[src/rtl/fifo_rd_pkg.sv]
// Shared types and constants for the FWFT read-side adapter.
// Holds the occupancy type, buffer depth and the "words owned" level helper.
package fifo_rd_pkg;

    // Number of words the adapter can hold (buffered + in flight).
    localparam int unsigned FWFT_DEPTH = 2;

    // Buffer occupancy, legal values 0..2.
    typedef logic [1:0] occ_t;

    localparam occ_t OCC_EMPTY = 2'd0;
    localparam occ_t OCC_ONE   = 2'd1;
    localparam occ_t OCC_FULL  = 2'd2;

    // Upper bound on words owned after this cycle for a new pop to be allowed.
    localparam logic [2:0] LEVEL_LIMIT = 3'd2;

    // Words owned by the adapter at the next edge before any new pop request:
    // buffered words plus the word arriving now, minus the word leaving now.
    function automatic logic [2:0] fwft_level(
        input occ_t occ,
        input logic inflight,
        input logic pop
    );
        return {1'b0, occ} + {2'b00, inflight} - {2'b00, pop};
    endfunction

endpackage

[src/rtl/fifo_rd_skid2.sv]
// Two-entry storage for the FWFT adapter: write pointer, read pointer and
// occupancy. Pointers are single bits so they wrap modulo 2 by construction.
// Writes into a full buffer and reads from an empty buffer are ignored so the
// occupancy can never leave the 0..2 range.
module fifo_rd_skid2
    import fifo_rd_pkg::*;
#(
    parameter int DATA_WIDTH = 8
) (
    input  logic                  clk,
    input  logic                  rst_n,
    input  logic                  i_wr_en,
    input  logic [DATA_WIDTH-1:0] i_wr_data,
    input  logic                  i_rd_en,
    output occ_t                  o_occ,
    output logic [DATA_WIDTH-1:0] o_rd_data
);

    logic [DATA_WIDTH-1:0] r_mem [FWFT_DEPTH];
    logic                  r_wr_ptr;
    logic                  r_rd_ptr;
    occ_t                  r_occ;

    logic                  w_wr_ok;
    logic                  w_rd_ok;
    occ_t                  w_occ_next;

    // Qualify the raw requests against the current occupancy.
    always_comb begin
        w_wr_ok = 1'b0;
        w_rd_ok = 1'b0;
        if (i_rd_en && (r_occ != OCC_EMPTY)) begin
            w_rd_ok = 1'b1;
        end else begin
            w_rd_ok = 1'b0;
        end
        if (i_wr_en && ((r_occ != OCC_FULL) || w_rd_ok)) begin
            w_wr_ok = 1'b1;
        end else begin
            w_wr_ok = 1'b0;
        end
    end

    // Next occupancy: simultaneous write and read leave it unchanged.
    always_comb begin
        w_occ_next = r_occ;
        case ({w_wr_ok, w_rd_ok})
            2'b10:   w_occ_next = r_occ + 2'd1;
            2'b01:   w_occ_next = r_occ - 2'd1;
            default: w_occ_next = r_occ;
        endcase
    end

    // Storage, pointers and occupancy registers.
    always_ff @(posedge clk or negedge rst_n) begin
        if (!rst_n) begin
            r_mem[0] <= '0;
            r_mem[1] <= '0;
            r_wr_ptr <= 1'b0;
            r_rd_ptr <= 1'b0;
            r_occ    <= OCC_EMPTY;
        end else begin
            if (w_wr_ok) begin
                r_mem[r_wr_ptr] <= i_wr_data;
                r_wr_ptr        <= r_wr_ptr + 1'b1;
            end
            if (w_rd_ok) begin
                r_rd_ptr <= r_rd_ptr + 1'b1;
            end
            r_occ <= w_occ_next;
        end
    end

    assign o_occ     = r_occ;
    assign o_rd_data = r_mem[r_rd_ptr];

endmodule

[src/rtl/fifo_rd_fwft.sv]
// First-word-fall-through adapter for a FIFO read port with one cycle of
// read latency. Tracks the pop issued last cycle (inflight) and only requests
// a new word when the 2-entry buffer is guaranteed to have room for it.
// Optional feature macro: FIFO_RD_FWFT_CNT_EN adds a 32-bit rd_count output
// counting words accepted on the stream side.
module fifo_rd_fwft
    import fifo_rd_pkg::*;
#(
    parameter int DATA_WIDTH = 8
) (
    input  logic                  read_clk,
    input  logic                  read_rst_n,
    input  logic                  p_read_empty,
    input  logic [DATA_WIDTH-1:0] p_read_data,
    output logic                  p_read_en,
    output logic                  m_valid,
    input  logic                  m_ready,
    output logic [DATA_WIDTH-1:0] m_data
`ifdef FIFO_RD_FWFT_CNT_EN
    ,
    output logic [31:0]           rd_count
`endif
);

    logic       r_inflight;
    occ_t       w_occ;
    logic       w_pop;
    logic [2:0] w_level;
    logic       w_issue;

    assign m_valid = (w_occ != OCC_EMPTY);
    assign w_pop   = m_valid && m_ready;

    // Pop request: only when the FIFO has data and the word is sure to fit.
    // Reset gates the request so nothing is popped while held in reset.
    always_comb begin
        w_level = fwft_level(w_occ, r_inflight, w_pop);
        if (read_rst_n && !p_read_empty && (w_level < LEVEL_LIMIT)) begin
            w_issue = 1'b1;
        end else begin
            w_issue = 1'b0;
        end
    end

    assign p_read_en = w_issue;

    // Remember a pop so its data is captured on the following edge.
    always_ff @(posedge read_clk or negedge read_rst_n) begin
        if (!read_rst_n) begin
            r_inflight <= 1'b0;
        end else begin
            r_inflight <= w_issue;
        end
    end

    fifo_rd_skid2 #(
        .DATA_WIDTH (DATA_WIDTH)
    ) u_skid (
        .clk       (read_clk),
        .rst_n     (read_rst_n),
        .i_wr_en   (r_inflight),
        .i_wr_data (p_read_data),
        .i_rd_en   (w_pop),
        .o_occ     (w_occ),
        .o_rd_data (m_data)
    );

`ifdef FIFO_RD_FWFT_CNT_EN
    logic [31:0] r_rd_count;

    // Count accepted stream words; wraps naturally at 2^32.
    always_ff @(posedge read_clk or negedge read_rst_n) begin
        if (!read_rst_n) begin
            r_rd_count <= 32'd0;
        end else if (w_pop) begin
            r_rd_count <= r_rd_count + 32'd1;
        end else begin
            r_rd_count <= r_rd_count;
        end
    end

    assign rd_count = r_rd_count;
`endif

endmodule

[config.mk]
export PLATFORM = sky130hd
export DESIGN_NAME = fifo_rd_fwft
export DESIGN_NICKNAME = d
export VERILOG_FILES = /design/src/rtl/fifo_rd_pkg.sv /design/src/rtl/fifo_rd_skid2.sv /design/src/rtl/fifo_rd_fwft.sv
export SDC_FILE = /design/constraint.sdc
export NUM_CORES = 1
export LEC_CHECK = 0
export ABC_AREA = 1
export CORE_UTILIZATION = 36
export CTS_CLUSTER_DIAMETER = 100
export DETAILED_ROUTE_END_ITERATION = 8
export GPL_TIMING_DRIVEN = 1
export PLACE_DENSITY_LB_ADDON = 0.3
export SLEW_MARGIN = 20
export SYNTH_ARGS = -nofsm -noshare
export SYNTH_HDL_FRONTEND = slang
export SYNTH_SLANG_ARGS = --single-unit
[constraint.sdc]
create_clock -name read_clk -period 3.9 [get_ports read_clk]
set_input_delay 0.78 -clock read_clk [delete_from_list [all_inputs] [get_ports read_clk]]
set_output_delay 0.78 -clock read_clk [all_outputs]
set_load 0.05 [all_outputs]
# [Word-level counts from Yosys, hierarchy flattened]
# Cells that the tools add are included.
[word_totals] ramBits=0 latch_bits=0 out_inout_bits=10 elab_cells=41 n_memories=0 register_bits=21 input_bits=12 mem_bits_ro=0
[op_classes] reduce_logical=10 eq_ne=3 n_mux=10 shifts=0 addsub=6 n_lt_le_gt_ge=4 n_bitwise=2 div=0 multipliers=0
[op_table] op="2-to-1 mux 8 bit" n=4
[op_table] op="bitwise mux 16 bit" n=1
[op_table] op="demux 8 bit (select 1 bit)" n=1
[op_table] op="logical AND 1 bit" n=6
[op_table] op=">= comparator 2 bit, second input constant" n=2
[op_table] op="NOT 1 -> 2 bit" n=2
[op_table] op="case mux 2 bit (2 select lines)" n=1
[op_table] op="nonzero test 2 bit" n=2
[op_table] op="adder 2 x 1 -> 3 bit" n=1
[op_table] op="less-than comparator 3 x 2 -> 1 bit, second input constant" n=1
[op_table] op="2-to-1 mux 1 bit" n=3
[op_table] op="subtractor 3 x 1 -> 3 bit" n=1
[op_table] op="adder 1 bit, second input constant" n=2
[op_table] op="adder 2 x 1 -> 2 bit, second input constant" n=1
[op_table] op="equality test 2 x 1 -> 1 bit, second input constant" n=1
[op_table] op="equality test 2 bit, second input constant" n=1
[op_table] op="less-than comparator 2 x 1 -> 1 bit, second input constant" n=1
[op_table] op="inequality test 2 bit, second input constant" n=1
[op_table] op="subtractor 2 x 1 -> 2 bit, second input constant" n=1
[op_table] op="logical NOT 1 bit" n=1
[op_table] op="logical OR 1 bit" n=1

# [Depth between registers and ports, before layout]
[logic_depth] depth_word=9 ltp_mapped=9 ltp_nobuf=8

# [Modules after synthesis]
# From an unflattened synthesis, not the netlist that was laid out.
[hier_totals] hier_cells=136 area_unflattened_um2=1147.4
[modules_own_cells] mod="fifo_rd_skid2" n_inst=1 seq_area_each_um2=500.5 area_per_inst_um2=1031.0 cells_per_inst=120
[modules_own_cells] mod="fifo_rd_fwft" n_inst=1 seq_area_each_um2=25.0 area_per_inst_um2=116.4 cells_per_inst=16

# [Least setup slack after synthesis]
# No wires, ideal clock.
[synth_timing] path_type="input to output" start="in m_ready" end="out p_read_en" t_arrival_ns=3.190 path_buffers=0 path_slack_ns=-0.070 t_required_ns=3.120 stages=7 path_cell_list="o21ai_0 inv_1 ha_1 or2_2 fa_1 nand2_1 nor3_1"
[synth_between] elab_chain_cells=5
[synth_rtl] item="start, declared" line_no="fifo_rd_fwft.sv:17" source="input logic m_ready,"
[synth_rtl] item="logical AND 1 bit" line_no="fifo_rd_fwft.sv:32" source="assign w_pop = m_valid && m_ready;"
[synth_rtl] item="subtractor 3 x 1 -> 3 bit" line_no="fifo_rd_pkg.sv:25" source="return {1'b0, occ} + {2'b00, inflight} - {2'b00, pop};"
[synth_rtl] item="less-than comparator 3 x 2 -> 1 bit" line_no="fifo_rd_fwft.sv:38" source="if (read_rst_n && !p_read_empty && (w_level < LEVEL_LIMIT)) begin"
[synth_rtl] item="logical AND 1 bit" line_no="fifo_rd_fwft.sv:38"
[synth_rtl] item="2-to-1 mux 1 bit" line_no="fifo_rd_fwft.sv:38"
[synth_rtl] item="end, declared" line_no="fifo_rd_fwft.sv:15" source="output logic p_read_en,"
# Every way passes these cells.

# [Worst setup path after layout]
# Ends and elaborated chain as after synthesis.

==> flow_metrics.tcl <==
set metrics [dict create \
    power.internal_uw 589 \
    grt_max_degree 22 \
    syn-num-nets 136 \
    syn-cell-area_um2 1060 \
    post_cts_buffers 0 \
    startpoint_type "input port" \
    clockBufferDepth 2 \
    clock-sinks 21 \
    track_usage_pct 14.6 \
    swShare_pct 49.0 \
    clk_pin_slew_ns 0.12 \
    synth-xor-area-share_pct 2.48 \
    htreeDepth 1 \
    grt_pass1_wl_um 3590 \
    p_sw_uw 566 \
    drc 0 \
    seq_area_um2 526 \
    ir_drop_mv 0.506 \
    reg2reg_slack_ns 1.55 \
    place_area_um2 1300 \
    hold_violations 0 \
    setup_viol 0 \
    dp_hpwl_um 1420 \
    slew_violations 0 \
    rows 19 \
    end_kind "output port" \
    cts_tree "built" \
    yosysWarnings 0 \
    avgSynthCellArea_um2 8.69 \
    final_common_cell "nand2_1" \
    viasPerCell 4.66 \
    synth_top_family_by_area "simple AND/OR/NAND/NOR gates" \
    die_y_um 56.3 \
    crit_type "in -> out" \
    slowest_delay_ns 0.48 \
    antenna_found_initial 0 \
    initial_core_util_pct 38.1 \
    slew_headroom_pct 48.7 \
    ant_nets 0 \
    ys_types 22 \
    power.density_nw_per_um2 868 \
    finClkSkew_ns 0.00420 \
    post-route-util_pct 47.8 \
    period_needed_ns 3.74 \
    cts_hold_buffers 0 \
    cp_max_fo 2 \
    crit_required_ns 3.12 \
    route.detailed.wl_per_inst_um 11.2 \
    pwr-share-clk_pct 9.0 \
    drive_gt1_share_pct 15.2 \
    vias 820 \
    cp_data_arrival_time_ns 2.96 \
    yosys.area_share.simple_pct 24.2 \
    final_cell_mix "nand2_1, dfrtp_1, clkdlybuf4s50_1" \
    fillerInstances 274 \
    slowest_stage "clkdlybuf4s50_1" \
    synth_adder_area_share_pct 3.07 \
    status "completed" \
    globalRouteOverflowTotal 0 \
    postCtsResizedCells 0 \
    drt-total-wl_um 1970 \
    drtIter0Drc 15 \
    p_leak_uw 0.000678 \
    synth_compound_area_share_pct 11.6 \
    synth_mux_area_share_pct 0 \
    postLayoutCellArea_um2 1330 \
    final.period_utilization_pct 95.8 \
    tightest_slew_ns 0.769 \
    cts_root_buf "clkbuf_4" \
    power_uw 1150 \
    io-pin-count 22 \
    diodes 0 \
    fp.coreArea_um2 2780 \
    rsz0062_at_grt "false" \
    netlist_instances 122 \
    final_nets 160 \
    worstSkewPairLatency_ns 0.30 \
    io_buffers 21 \
    pwr-share-comb_pct 56.8 \
    ys_seq_area_share_pct 49.6 \
    die_x_um 56.3 \
    cap_violations 0 \
    gp_congestion 0.792 \
    seqPwrFrac_pct 34.2 \
    syn2layout_area_growth_pct 25.5 \
    hp-class "reg -> reg" \
    dr.pass1.iters 4 \
    fmax_mhz 268 \
    cts_buffers 3 \
    tns_ns 0 \
    multi_input_area_um2 443 \
    die_area_um2 3160 \
    worstPathCellList "clkdlybuf4s50_1 -> o21ai_0 -> inv_1 -> ha_1 -> or2_2 -> fa_1 -> nand2_1 -> nor3_2 -> buf_12" \
    yosys_register_bits 21 \
    grt_pass1_vias 852 \
]
final timing paths:
check                                       from  cells past startpoint          endpoint
worst max-delay path                     m_ready                      9         p_read_en
worst min-delay path            u_skid.r_mem[13]                      2  u_skid.r_mem[13]
worst max register to register   u_skid.o_occ[1]                      7        r_inflight
worst min register to register  u_skid.r_mem[13]                      2  u_skid.r_mem[13]
max in group asynchronous             read_rst_n                      2  u_skid.r_mem[12]
min in group asynchronous             read_rst_n                      2  u_skid.r_mem[13]
sequential cells by signal (all words and copies together) (netlist names):
register / count
u_skid.r_wr_ptr: 1
r_inflight: 1
u_skid.r_rd_ptr: 1
u_skid.r_mem: 16
u_skid.o_occ: 2
layer usage:
layer	GRT usage [%]	wire length [um]
met1	18.9	918
met2	24.3	942
met4	6.27	40
met3	2.07	66
met5	0	0
Yosys cell counts:
library cell | n | area share (%)
buf_12 | 1 | 1.9
buf_6 | 1 | 1.1
clkbuf_1 | 2 | 0.71
clkbuf_2 | 1 | 0.47
clkinv_1 | 1 | 0.35
dfrtp_1 | 21 | 50
fa_1 | 1 | 1.9
ha_1 | 1 | 1.2
inv_1 | 12 | 4.2
inv_2 | 1 | 0.35
nand2_1 | 48 | 17
nand2_2 | 2 | 1.2
nand3_1 | 4 | 1.9
nand3b_4 | 1 | 1.9
nand4_1 | 1 | 0.59
nor3_1 | 1 | 0.47
o21ai_0 | 9 | 4.2
o21ai_2 | 8 | 6.6
o31ai_1 | 1 | 0.71
or2_1 | 1 | 0.59
or2_2 | 1 | 0.59
xor2_1 | 3 | 2.5
worst max-delay path: cells and delay by family:
kind,cells,cell delay (ns)
AO/OA/AOI/OAI,1,0.11
buffers and inverters,3,0.74
AND/OR/NAND/NOR,3,0.64
adder cells (fa/ha/maj),2,0.70
layout make-up:
cell class                      count  area share, %
Clock buffer                        3           1.69
Clock inverter                      1          0.376
Inverter                           14           3.95
Multi-Input combinational cell     82           33.3
Sequential cell                    21           39.5
Tap cell                           31           2.92
Timing Repair Buffer               24           18.3
kinds of logic after synthesis:
family,after synthesis
compound gates,18
xor+xnor,3
fa+ha+maj,2
buf+inv,19
flops,21
simple gates,59
power by group through the flow:
stage | Combinational (uW) | Clock, uW | Sequential (uW)
3_5_place_dp | 663 | 0 | 400
5_1_grt | 721 | 117 | 411
2_1_floorplan | 511 | 0 | 364
4_1_cts | 664 | 109 | 395
3_3_place_gp | 650 | 0 | 395
6_report | 656 | 104 | 395
metrics by stage:
step	setup WS, ns	hold WS [ns]	instances
detailed placement	0.148	0.474	172
floorplan	0.361	0.453	122
finish	0.162	0.496	176
global route	0.0795	0.526	176
CTS	0.133	0.501	176
global placement	0.188	0.465	172
Power figures use the tool's default switching activity.
